==> src/rtl/if_fetch_unit_pkg.sv <==
// ---------------------------------------------------------------------------
// if_fetch_unit_pkg
// Shared widths, opcodes, bubble encoding, IF FSM state encoding and the
// IF/ID payload record used by the fetch unit and its predictor.
// ---------------------------------------------------------------------------
package if_fetch_unit_pkg;

  localparam int unsigned WIDTH_PC   = 32;
  localparam int unsigned WIDTH_INST = 32;

  localparam logic [6:0] OPCODE_JAL    = 7'b1101111;
  localparam logic [6:0] OPCODE_BRANCH = 7'b1100011;

  // addi x0, x0, 0
  localparam logic [WIDTH_INST-1:0] INST_NOP = 32'h0000_0013;

  typedef enum logic [1:0] {
    S_IDLE = 2'd0,
    S_REQ  = 2'd1,
    S_WAIT = 2'd2,
    S_KILL = 2'd3
  } if_state_e;

  // One IF/ID payload: also the format of the single-entry hold buffer.
  typedef struct packed {
    logic [WIDTH_PC-1:0]   pc;
    logic [WIDTH_INST-1:0] inst;
    logic                  valid;
    logic                  pred;
  } if_slot_t;

  function automatic logic [WIDTH_PC-1:0] align_pc(input logic [WIDTH_PC-1:0] pc);
    return {pc[WIDTH_PC-1:2], 2'b00};
  endfunction

endpackage

==> src/rtl/if_btfn_predictor.sv <==
// ---------------------------------------------------------------------------
// if_btfn_predictor
// Static backward-taken / forward-not-taken predictor, purely combinational.
// JAL is always taken; a conditional branch is taken when its offset is
// negative (imm[12] = inst[31]).
// Ports:
//   i_inst    fetched instruction
//   i_pc      address of i_inst
//   o_taken   predicted taken
//   o_target  i_pc + sign-extended J/B immediate
// Only instantiated when IF_BTFN_PREDICT_EN is defined.
// ---------------------------------------------------------------------------
module if_btfn_predictor
  import if_fetch_unit_pkg::*;
(
  input  logic [WIDTH_INST-1:0] i_inst,
  input  logic [WIDTH_PC-1:0]   i_pc,
  output logic                  o_taken,
  output logic [WIDTH_PC-1:0]   o_target
);

  logic [6:0]          w_opcode;
  logic                w_is_jal;
  logic                w_is_branch;
  logic [WIDTH_PC-1:0] w_imm_j;
  logic [WIDTH_PC-1:0] w_imm_b;

  always_comb begin
    w_opcode    = i_inst[6:0];
    w_is_jal    = (w_opcode == OPCODE_JAL);
    w_is_branch = (w_opcode == OPCODE_BRANCH);
    w_imm_j     = {{11{i_inst[31]}}, i_inst[31], i_inst[19:12], i_inst[20],
                   i_inst[30:21], 1'b0};
    w_imm_b     = {{19{i_inst[31]}}, i_inst[31], i_inst[7], i_inst[30:25],
                   i_inst[11:8], 1'b0};
    o_taken     = w_is_jal | (w_is_branch & i_inst[31]);
    o_target    = i_pc + (w_is_jal ? w_imm_j : w_imm_b);
  end

endmodule

==> src/rtl/if_fetch_unit.sv <==
// ---------------------------------------------------------------------------
// if_fetch_unit
// Instruction-fetch stage: owns the fetch PC, runs a single-outstanding
// imem request/response handshake and drives {pc, inst} into IF/ID. A NOP
// bubble is emitted whenever no fetched instruction is ready. stop_IF holds
// the outputs (a response arriving meanwhile lands in a 1-entry hold
// buffer); redirect_i flushes and retargets with top priority.
// Parameters:
//   RESET_PC  fetch address after reset
//   NOP_INST  bubble encoding
// Ports:
//   clk, rst_n                          clock, async active-low reset
//   stop_IF                             hazard hold
//   redirect_i, redirect_pc_i           EX flush + target
//   imem_req_o, imem_addr_o             request valid / word address
//   imem_gnt_i                          request accepted
//   imem_rvalid_i, imem_rdata_i         response
//   pc_o, inst_o, inst_valid_o          IF/ID payload
//   pred_taken_o                        static prediction for inst_o
// Configuration:
//   IF_BTFN_PREDICT_EN  enables the BTFN predictor (pred_taken_o tied 0 otherwise)
// ---------------------------------------------------------------------------
module if_fetch_unit
  import if_fetch_unit_pkg::*;
#(
  parameter logic [WIDTH_PC-1:0]   RESET_PC = 32'h0000_0000,
  parameter logic [WIDTH_INST-1:0] NOP_INST = INST_NOP
) (
  input  logic                  clk,
  input  logic                  rst_n,
  input  logic                  stop_IF,
  input  logic                  redirect_i,
  input  logic [WIDTH_PC-1:0]   redirect_pc_i,
  output logic                  imem_req_o,
  output logic [WIDTH_PC-1:0]   imem_addr_o,
  input  logic                  imem_gnt_i,
  input  logic                  imem_rvalid_i,
  input  logic [WIDTH_INST-1:0] imem_rdata_i,
  output logic [WIDTH_PC-1:0]   pc_o,
  output logic [WIDTH_INST-1:0] inst_o,
  output logic                  inst_valid_o,
  output logic                  pred_taken_o
);

  if_state_e           r_state,    w_state_d;
  logic [WIDTH_PC-1:0] r_fetch_pc, w_fetch_pc_d;
  logic [WIDTH_PC-1:0] r_req_pc,   w_req_pc_d;
  if_slot_t            r_out,      w_out_d;
  if_slot_t            r_buf,      w_buf_d;

  logic                w_gnt;
  logic                w_rsp;
  logic [WIDTH_PC-1:0] w_redir_pc;
  if_slot_t            w_rsp_slot;
  logic                w_pred_taken;

`ifdef IF_BTFN_PREDICT_EN
  logic [WIDTH_PC-1:0] w_pred_target;

  if_btfn_predictor u_predictor (
    .i_inst   (imem_rdata_i),
    .i_pc     (r_req_pc),
    .o_taken  (w_pred_taken),
    .o_target (w_pred_target)
  );
`else
  assign w_pred_taken = 1'b0;
`endif

  // A full hold buffer blocks new requests so at most one instruction is
  // ever waiting behind a stall.
  assign imem_req_o  = (r_state == S_REQ) && !r_buf.valid;
  assign imem_addr_o = r_fetch_pc;

  assign pc_o         = r_out.pc;
  assign inst_o       = r_out.inst;
  assign inst_valid_o = r_out.valid;
  assign pred_taken_o = r_out.pred;

  always_comb begin
    w_gnt      = imem_req_o & imem_gnt_i;
    // Only an S_WAIT response without a same-cycle redirect is kept.
    w_rsp      = (r_state == S_WAIT) && imem_rvalid_i && !redirect_i;
    w_redir_pc = align_pc(redirect_pc_i);
    w_rsp_slot = '{pc: r_req_pc, inst: imem_rdata_i, valid: 1'b1, pred: w_pred_taken};
  end

  // Next-state and fetch PC.
  always_comb begin
    w_state_d    = r_state;
    w_fetch_pc_d = r_fetch_pc;
    w_req_pc_d   = r_req_pc;

    unique case (r_state)
      S_IDLE: w_state_d = S_REQ;
      S_REQ: begin
        if (w_gnt) begin
          if (redirect_i) begin
            w_state_d = S_KILL;
          end else begin
            w_state_d    = S_WAIT;
            w_req_pc_d   = r_fetch_pc;
            w_fetch_pc_d = r_fetch_pc + 32'd4;
          end
        end
      end
      S_WAIT: begin
        // A response arriving with the redirect still retires the
        // outstanding request, so there is nothing left to kill.
        if (imem_rvalid_i) begin
          w_state_d = S_REQ;
        end else if (redirect_i) begin
          w_state_d = S_KILL;
        end
`ifdef IF_BTFN_PREDICT_EN
        if (w_rsp && w_pred_taken) begin
          w_fetch_pc_d = w_pred_target;
        end
`endif
      end
      S_KILL: begin
        if (imem_rvalid_i) begin
          w_state_d = S_REQ;
        end
      end
      default: w_state_d = S_IDLE;
    endcase

    if (redirect_i) begin
      w_fetch_pc_d = w_redir_pc;
    end
  end

  // IF/ID outputs and hold buffer.
  always_comb begin
    w_out_d = r_out;
    w_buf_d = r_buf;

    if (redirect_i) begin
      w_out_d       = '{pc: w_redir_pc, inst: NOP_INST, valid: 1'b0, pred: 1'b0};
      w_buf_d.valid = 1'b0;
    end else if (!stop_IF) begin
      if (r_buf.valid) begin
        w_out_d       = r_buf;
        w_buf_d.valid = 1'b0;
      end else if (w_rsp) begin
        w_out_d = w_rsp_slot;
      end else begin
        w_out_d = '{pc: r_out.pc, inst: NOP_INST, valid: 1'b0, pred: 1'b0};
      end
    end else if (w_rsp) begin
      w_buf_d = w_rsp_slot;
    end
  end

  always_ff @(posedge clk or negedge rst_n) begin
    if (!rst_n) begin
      r_state    <= S_IDLE;
      r_fetch_pc <= align_pc(RESET_PC);
      r_req_pc   <= align_pc(RESET_PC);
      r_out      <= '{pc: RESET_PC, inst: NOP_INST, valid: 1'b0, pred: 1'b0};
      r_buf      <= '{pc: RESET_PC, inst: NOP_INST, valid: 1'b0, pred: 1'b0};
    end else begin
      r_state    <= w_state_d;
      r_fetch_pc <= w_fetch_pc_d;
      r_req_pc   <= w_req_pc_d;
      r_out      <= w_out_d;
      r_buf      <= w_buf_d;
    end
  end

endmodule

==> config.mk <==
export PLATFORM = sky130hd
export DESIGN_NAME = if_fetch_unit
export DESIGN_NICKNAME = d
export VERILOG_FILES = /design/src/rtl/if_fetch_unit_pkg.sv /design/src/rtl/if_btfn_predictor.sv /design/src/rtl/if_fetch_unit.sv
export SDC_FILE = /design/constraint.sdc
export NUM_CORES = 1
export LEC_CHECK = 0
export CORE_ASPECT_RATIO = 1.25
export CORE_MARGIN = 8
export CORE_UTILIZATION = 47
export CTS_CLUSTER_SIZE = 14
export DETAILED_ROUTE_END_ITERATION = 8
export PLACE_DENSITY = 0.75
export SLEW_MARGIN = 10
export SYNTH_ARGS = -nofsm -noshare
export SYNTH_HDL_FRONTEND = slang
export SYNTH_SLANG_ARGS = --single-unit
==> constraint.sdc <==
create_clock -name clk -period 2.02 [get_ports clk]
set_input_delay 0.202 -clock clk [delete_from_list [all_inputs] [get_ports clk]]
set_output_delay 0.202 -clock clk [all_outputs]
set_load 0.02 [all_outputs]
Word-level counts from Yosys, hierarchy flattened
Cells that the tools add are included.
- output and inout bits: 99
- register bits after elaboration: 197
- bits of input ports: 70
- logic and storage cells: 51
- equality and inequality tests: 8
- add/subtract/negate cells: 1
- mux-type cells: 16
- reduce and logical (&&, ||, !) cells: 14
- bitwise logic cells: 2
- operator list (kind ; number):
    66-bit 2-to-1 mux ; 4
    32-bit 2-to-1 mux ; 3
    32-bit by 3-bit adder with 32-bit output (second input constant) ; 1
    2-bit 2-to-1 mux ; 5
    3-bit AND reduction ; 3
    2-bit case mux with 4 select lines ; 1
    2-bit == test (second input constant) ; 2
    2-bit != test (second input constant) ; 2
    2-bit AND reduction ; 2
    2-bit nonzero test ; 2
    1-bit logical AND ; 3
    1-bit 2-to-1 mux ; 3
    3-bit by 1-bit != test with 1-bit output (second input constant) ; 1
    3-bit != test (second input constant) ; 1
    3-bit nonzero test ; 1
    2-bit by 1-bit == test with 1-bit output (second input constant) ; 1
    1-bit zero test ; 2
    2-bit zero test ; 1
    2-bit by 1-bit != test with 1-bit output (second input constant) ; 1
    1-bit AND ; 1
    1-bit inverter ; 1

Logic depth before layout (Yosys ltp)
Gate-level depths: netlist of the first run.
- depth after elaboration: 7
- depth in mapped cells: 8

Least setup slack after synthesis of the first run
Ideal clock, no wire load.
- kind: reg2reg
- start point: register r_fetch_pc[2], in the netlist imem_addr_o[2]
- end point: register r_fetch_pc[30], in the netlist imem_addr_o[30]
- cell stages (with the launch flop): 6
- library setup time: 0.136 ns
- arrival time: 2.127 ns
- setup slack: -0.244 ns
- path buffers: 0
- path through: dfrtp_1 > ha_1 > nand4b_2 > nor4_1 > a21oi_1 > or3b_2
- word-level cells in the longest chain between the ends: 4
- ends and longest elaborated chain (element ; line ; source):
    start: declaration ; if_fetch_unit.sv:46 ; logic [WIDTH_PC-1:0] r_fetch_pc, w_fetch_pc_d;
    start signal: assignment ; if_fetch_unit.sv:159 ; r_fetch_pc <= align_pc(RESET_PC);
    start signal: assignment ; if_fetch_unit.sv:165 ; r_fetch_pc <= w_fetch_pc_d;
    32-bit by 3-bit adder with 32-bit output ; if_fetch_unit.sv:103 ; w_fetch_pc_d = r_fetch_pc + 32'd4;
    32-bit 2-to-1 mux ; if_fetch_unit.sv:97 ; if (w_gnt) begin
    32-bit 2-to-1 mux ; if_fetch_unit.sv:94 ; unique case (r_state)
    32-bit 2-to-1 mux ; if_fetch_unit.sv:129 ; if (redirect_i) begin
No other way between the ends. The select of a mux whose other input is x is not followed.
A chain may end at the register's enable or synchronous reset.

Worst setup path in the final report of the first run
- start point: register r_fetch_pc[16], in the netlist imem_addr_o[16]
- end point: register r_fetch_pc[19], in the netlist imem_addr_o[19]
The elaborated chain is that of the path after synthesis.

==> reports/qor.txt, run 1 <==
CTS max path bufs = 2
Setup TNS Final = 0 ps
Count of mapped cells out of synthesis = 743
Growth of design area from synthesis to finish = 36.0%
Most common cell after layout, fill and taps aside = dfrtp_1
Post-synthesis simple-gate area fraction = 0.130
Static leakage = 0.00492 uW
Xor and xnor fraction of the mapped netlist area = 0.0114
Number of fill cells = 1428
CTS H-tree depth = 4
Pwr Density = 1050 nW/um2
Number of cells traversed by the worst hold path = 2
CTS Sinks = 189
Vias in the first global route = 7207
DRC errors left = 0
Most frequent cells in the layout = dfrtp_1, clkdlybuf4s50_1, mux2_2, nor2_1, buf_4
Number of antenna violations at the first check in global routing = 0
NumNets Final = 1015
Maximum fanout along the worst path = 6
Detailed Route Iter0 Violations = 460
Wire length reported by the detailed router = 23.8 mm
Finish-stage setup viols = 0
Flip-flop cell with the highest count after synthesis = dfrtp_1
Post-DR vias/cell = 5.83
Worst Skew = 8.33 ps
Share of async-settable or async-resettable flops after synthesis = 1.00
Worst reg2reg path startpoint = imem_addr_o[16]
Number of max-cap violations = 0
RSZ-0062 raised after global routing = true
Antenna Diode Count = 0
Worst reg2reg endpoint = imem_addr_o[19]
WL/cell = 20.1 um
Minimum clock period = 1980 ps
Total GRT Usage = 0.214
Max Slew Vio Count = 0
Global placer's final weighted congestion = 0.834
Type of the tightest min-delay check = primary input to register
Synth warn = 0
Total congestion overflow after global routing = 0
Total number of placement rows = 55
Post-route fraction of the period consumed by the critical path = 0.981
Sum of internal, switching and leakage power = 12100 uW
Endpoints failing hold = 0
Category of the critical setup timing path = register to register
Fraction of layout instances using a drive strength above 1 = 0.245
Core box area = 17900 um2
Starting density of the core = 0.473
Seq/Total Area, Yosys = 0.559
Remaining max-slew budget at the tightest pin = 0.632
Number of distinct library cells after synthesis = 51
Router iterations before antenna repair = 5
Status = finished, final reports clean
Multiplexer share of the synthesized area = 0.130
Hold Crit Endpoint = imem_addr_o[11]
Global-route wire length before repair = 38.6 mm
CTS tree = built
Syn Std Cell Area = 8470 um2
Reg clk slew, reported paths = 70 ps
Slew at the pin closest to its max-slew limit = 552 ps
Adder and majority cell fraction of the synthesized area = 0.00591
Number of storage elements in the synthesis netlist = 189
Maximum number of pins on one net before global-route repair = 64
Overall via count from detail_route = 6887
Port buffer count = 163
Number of cell instances on the worst register-to-register path = 5
Number of synthesized flops with an enable pin = 0
IO Count = 169
Worst setup startpoint = imem_addr_o[16]
Clock latency on the worst-skew pair = 420 ps
Launching element type of the critical path = register
Die Outline Area = 22600 um2
Max Clock Freq = 505 MHz
Arrival time at the worst endpoint = 2330 ps
Floorplan die height = 166 um
Crit path required time = 2370 ps
Register-to-Register Setup Slack = 40 ps
Critical Path Sink Type = register
Launch instance of the worst min-delay path = redirect_i
Combinational family with the most area after synthesis = simple AND/OR/NAND/NOR gates
HPWL after DPL = 16.7 mm
Floorplan die width = 136 um
Mean instance size in the synthesized netlist = 11.4 um2
Root buffer cell = clkbuf_16
Residual antenna-violating net count after detailed routing = 0
Synthesized-area fraction occupied by ao, oa, aoi and oai cells = 0.129
Clock buffer count from CTS = 17
Worst supply voltage drop on vdd = 0.611 mV
## worst max-delay path, stage by stage (launching register included)
cell     delay, ps
dfrtp_1        360
nand4_1        150
or4_4          620
buf_6          170
or4_4          470
a31oi_1        140
## cell usage after synthesis, drive strengths merged, types with 8 or more instances
library cell | number | area [um2]
nand2 | 44 | 165
o21ai | 15 | 75.1
nor3 | 35 | 175
buf | 12 | 68.8
o31ai | 36 | 270
nor2 | 78 | 293
xnor2 | 9 | 78.8
inv | 11 | 41.3
a21oi | 11 | 55.1
a31oi | 12 | 75.1
nand3 | 16 | 85.1
a221oi | 57 | 499
or4 | 10 | 78.8
dfrtp | 183 | 4580
clkbuf | 47 | 176
nand4 | 8 | 50.1
mux2 | 94 | 1060
## kinds of logic after synthesis
logic type,Yosys count
buffers and inverters,70
other,1
AOI/OAI and AO/OA,146
adders and majority gates,4
DFF,189
muxes,98
xor gates and xnor gates,11
and+or+nand+nor,224
## area by class of cell
class / count / area, um2 / share of cell area
multi-input combinational: 486 / 3520 / 0.306
timing repair buffer: 236 / 2290 / 0.199
clock buffer: 19 / 443 / 0.0385
tap: 228 / 285 / 0.0248
sequential: 189 / 4750 / 0.412
clock inverter: 13 / 185 / 0.0161
inverter: 11 / 41.3 / 0.00358
## per-layer routing
layer,track usage,share of wire,vias to the layer above
met5,0,0,-
met4,0.0857,0.027,0
met3,0.0557,0.076,41
met2,0.350,0.50,233
met1,0.263,0.40,3462
li1,-,-,3151
## where the power goes
group / total, uW / internal [uW] / switching (uW)
Clock: 3590 / 2120 / 1470
Sequential: 5460 / 4820 / 641
Combinational: 3020 / 1620 / 1400
## state kept, by name, indices dropped and copies added, names as in the netlist
signal,flops
r_buf,63
inst_o,32
pc_o,31
imem_addr_o,30
r_req_pc,30
r_state,2
inst_valid_o,1
## how the worst max path moves through the flow
stage	end	depth (start not counted)
2_1_floorplan	imem_addr_o[30]	7
3_3_place_gp	imem_addr_o[26]	5
3_5_place_dp	imem_addr_o[26]	5
4_1_cts	imem_req_o	5
5_1_grt	imem_req_o	5
6_report	imem_addr_o[19]	5
## what timing repair did
action                                 4_1_cts  5_1_grt
setup endpoints to repair                    1       26
resized for setup                            3        8
buffers inserted                             0        4
pin swaps                                    0        5
endpoints found under the hold margin       57        0
hold buffers                                 1        0
## metrics by stage
step / utilization / cells / area, um2 / hold slack [ps] / worst slack [ps]
2_1_floorplan: - / 745 / 8510 / -93.6 / 6.18
3_3_place_gp: 0.605 / 1145 / 10800 / 230 / 78.3
3_5_place_dp: 0.605 / 1145 / 10800 / 232 / 34.3
4_1_cts: 0.641 / 1178 / 11500 / 172 / 18.3
5_1_grt: 0.644 / 1182 / 11500 / 217 / -34.6
6_report: 0.644 / 1182 / 11500 / 191 / 38.9
Power figures use the tool's default switching activity.
==> inputs of run 2 (changes only) <==
- CAP_MARGIN: not set -> 0
==> results of run 2 <==
No change in the layout: final DEF, timing and power equal those of run 1.
==> inputs of run 3 (changes only) <==
- PLACE_DENSITY: 0.75 -> 0.77
==> run 3 against run 2 <==
Compared with the run above:
- setup slack improved by 4.4 ps
- clock power fell by 8.4%
- die area did not move
- routed wire length fell by 2.7%
- design area fell by 0.85%
- critical path depth fell by 1
- critical path type unchanged
- sequential power barely moved
- clock skew rose by 2.8 ps
- sequential share of layout area rose by 0.35 points
- hold slack improved by 21 ps
- maximum frequency rose by 0.22%
- total power fell by 2.4%
==> reports/qor.txt, run 3 (same netlist as run 1, synthesis figures left out) <==
IO Count = 169 (unchanged)
Post-route non-filler standard cell count = 1177 (-0.42%)
Setup TNS Final = 0 ps (unchanged)
Worst supply voltage drop on vdd = 0.573 mV (-6.2%)
Number of antenna violations at the first check in global routing = 1 (+1)
DRC errors left = 0 (unchanged)
Root buffer cell = clkbuf_16
Launching element type of the critical path = register
Router iterations before antenna repair = 5 (unchanged)
Most flop-heavy register = r_buf
RSZ-0062 raised after global routing = false
Overall via count from detail_route = 6794 (-1.4%)
Total number of placement rows = 55 (unchanged)
Minimum clock period = 1980 ps (-4.40 ps)
Most frequent cells in the layout = dfrtp_1, clkdlybuf4s50_1, mux2_2, nor2_1, buf_4
CTS Sinks = 189 (unchanged)
Category of the critical setup timing path = register to register
Post-DR vias/cell = 5.77 (-0.93%)
Remaining max-slew budget at the tightest pin = 0.640 (+0.00817)
Number of cells traversed by the worst hold path = 2 (unchanged)
Number of max-cap violations = 0 (unchanged)
Crit path max-delay cell type = or4_4
Max Slew Vio Count = 0 (unchanged)
Number of cell instances on the worst register-to-register path = 4 (-1)
Total GRT Usage = 0.210 (-0.00380)
Reg clk slew, reported paths = 70 ps (about the same)
Global placer's final weighted congestion = 0.845 (+1.4%)
Pwr Density = 1030 nW/um2 (-1.6%)
Floorplan die height = 166 um (unchanged)
CTS H-tree depth = 4 (unchanged)
Vias in the first global route = 7157 (-0.69%)
Worst reg2reg path startpoint = imem_addr_o[12]
Most common cell after layout, fill and taps aside = dfrtp_1
Max Clock Freq = 506 MHz (+0.22%)
Wire length reported by the detailed router = 23.2 mm (-2.7%)
Type of the tightest min-delay check = primary input to register
Finish-stage setup viols = 0 (unchanged)
Hold Crit Endpoint = imem_addr_o[10]
Starting density of the core = 0.473 (unchanged)
Status = finished, final reports clean
CTS max path bufs = 2 (unchanged)
Maximum number of pins on one net before global-route repair = 63 (-1.6%)
Maximum fanout along the worst path = 16 (+10)
Residual antenna-violating net count after detailed routing = 0 (unchanged)
Endpoints failing hold = 0 (unchanged)
Arrival time at the worst endpoint = 2320 ps (about the same)
WL/cell = 19.7 um (-2.3%)
Register-to-Register Setup Slack = 40 ps (about the same)
Critical Path Sink Type = register
Sum of internal, switching and leakage power = 11800 uW (-2.4%)
Floorplan die width = 136 um (unchanged)
Slew at the pin closest to its max-slew limit = 539 ps (-12.3 ps)
Die Outline Area = 22600 um2 (unchanged)
Fraction of layout instances using a drive strength above 1 = 0.239 (-0.00663)
Post-route fraction of the period consumed by the critical path = 0.979 (-0.00218)
Growth of design area from synthesis to finish = 34.9%
NumNets Final = 1009 (-0.59%)
Detailed Route Iter0 Violations = 504 (+9.6%)
Clock latency on the worst-skew pair = 430 ps (about the same)
Clock buffer count from CTS = 17 (unchanged)
Final Util = 0.638 (-0.00545)
Worst Skew = 11.1 ps (+2.82 ps)
Number of flip-flops in the largest register = 63 (unchanged)
Worst reg2reg endpoint = imem_addr_o[27]
Global-route wire length before repair = 37.8 mm (-1.9%)
HPWL after DPL = 16.7 mm (-0.12%)
Crit path required time = 2370 ps (about the same)
Static leakage = 0.00485 uW (-1.3%)
List of cells traversed by the critical path = nand3_2, or4_4, or4_1, a31oi_1
Number of placed instances, taps included = 1141 (-0.35%)
Total congestion overflow after global routing = 0 (unchanged)
Delay contributed by the slowest stage of the critical path = 650 ps (+30 ps)
Core box area = 17900 um2 (unchanged)
Port buffer count = 163 (unchanged)
Launch instance of the worst min-delay path = redirect_i
CTS tree = built
==> run 3: changes by cell type in the layout (fill, tap and decap cells not counted), moves of 2 or more <==
cell / delta
buf_4: -3
buf_6: -2
bufinv_16: -3
clkbuf_8: +4
clkinv_2: -2
diode_2: +2
==> run 3: timing repair <==
item                                   in CTS  in global routing
resized for setup                           4                  3
setup buffers                               0                  2
setup endpoints to repair                   2                  7
hold buffers                                1                  0
endpoints found under the hold margin      52                  0
pin swaps                                   0                  3
==> run 3: worst max-delay path: cells and delay by family, from the launching register on <==
kind / cells / cell delay [ps]
AND/OR/NAND/NOR: 3 / 1310
AO/OA/AOI/OAI: 1 / 190
flip-flops: 1 / 400
==> run 3: final cells by class <==
type	count	area, um2
clock buffer	23	498
fill	1401	6470
tap	228	285
antenna	2	5.00
inverter	11	41.3
sequential	189	4750
clock inverter	8	81.3
multi-input combinational	486	3530
timing repair buffer	230	2230
==> run 3: where the power goes <==
group | internal [uW] | switching [uW]
registers | 4820 | 640
clock network | 1860 | 1430
logic | 1620 | 1400
total | 8300 | 3470
==> run 3: per-layer routing <==
layer  wire [um]  GRT usage  part of all wire
met5           0          0                 0
met4         516     0.0742             0.022
met3        1720     0.0648             0.074
met2       11600      0.345              0.50
met1        9310      0.254              0.40
==> run 3: how the worst max path moves through the flow <==
stage / to / start / slack (ps)
floorplan: imem_addr_o[30] / r_state[1] / 6
global placement: imem_addr_o[26] / imem_gnt_i / 40
detailed placement: imem_addr_o[26] / imem_gnt_i / -20
CTS: imem_addr_o[29] / r_state[1] / 30
global route: imem_addr_o[27] / imem_addr_o[12] / 8
finish: imem_addr_o[27] / imem_addr_o[12] / 40
==> run 3: through the flow <==
step | setup WS (ps) | hold slack (ps) | instance area (um2)
floorplan | 6.18 | -93.6 | 8510
global placement | 44.3 | 223 | 10800
detailed placement | -17.9 | 230 | 10800
CTS | 29.4 | 208 | 11400
global route | 8.00 | 226 | 11400
finish | 43.3 | 211 | 11400
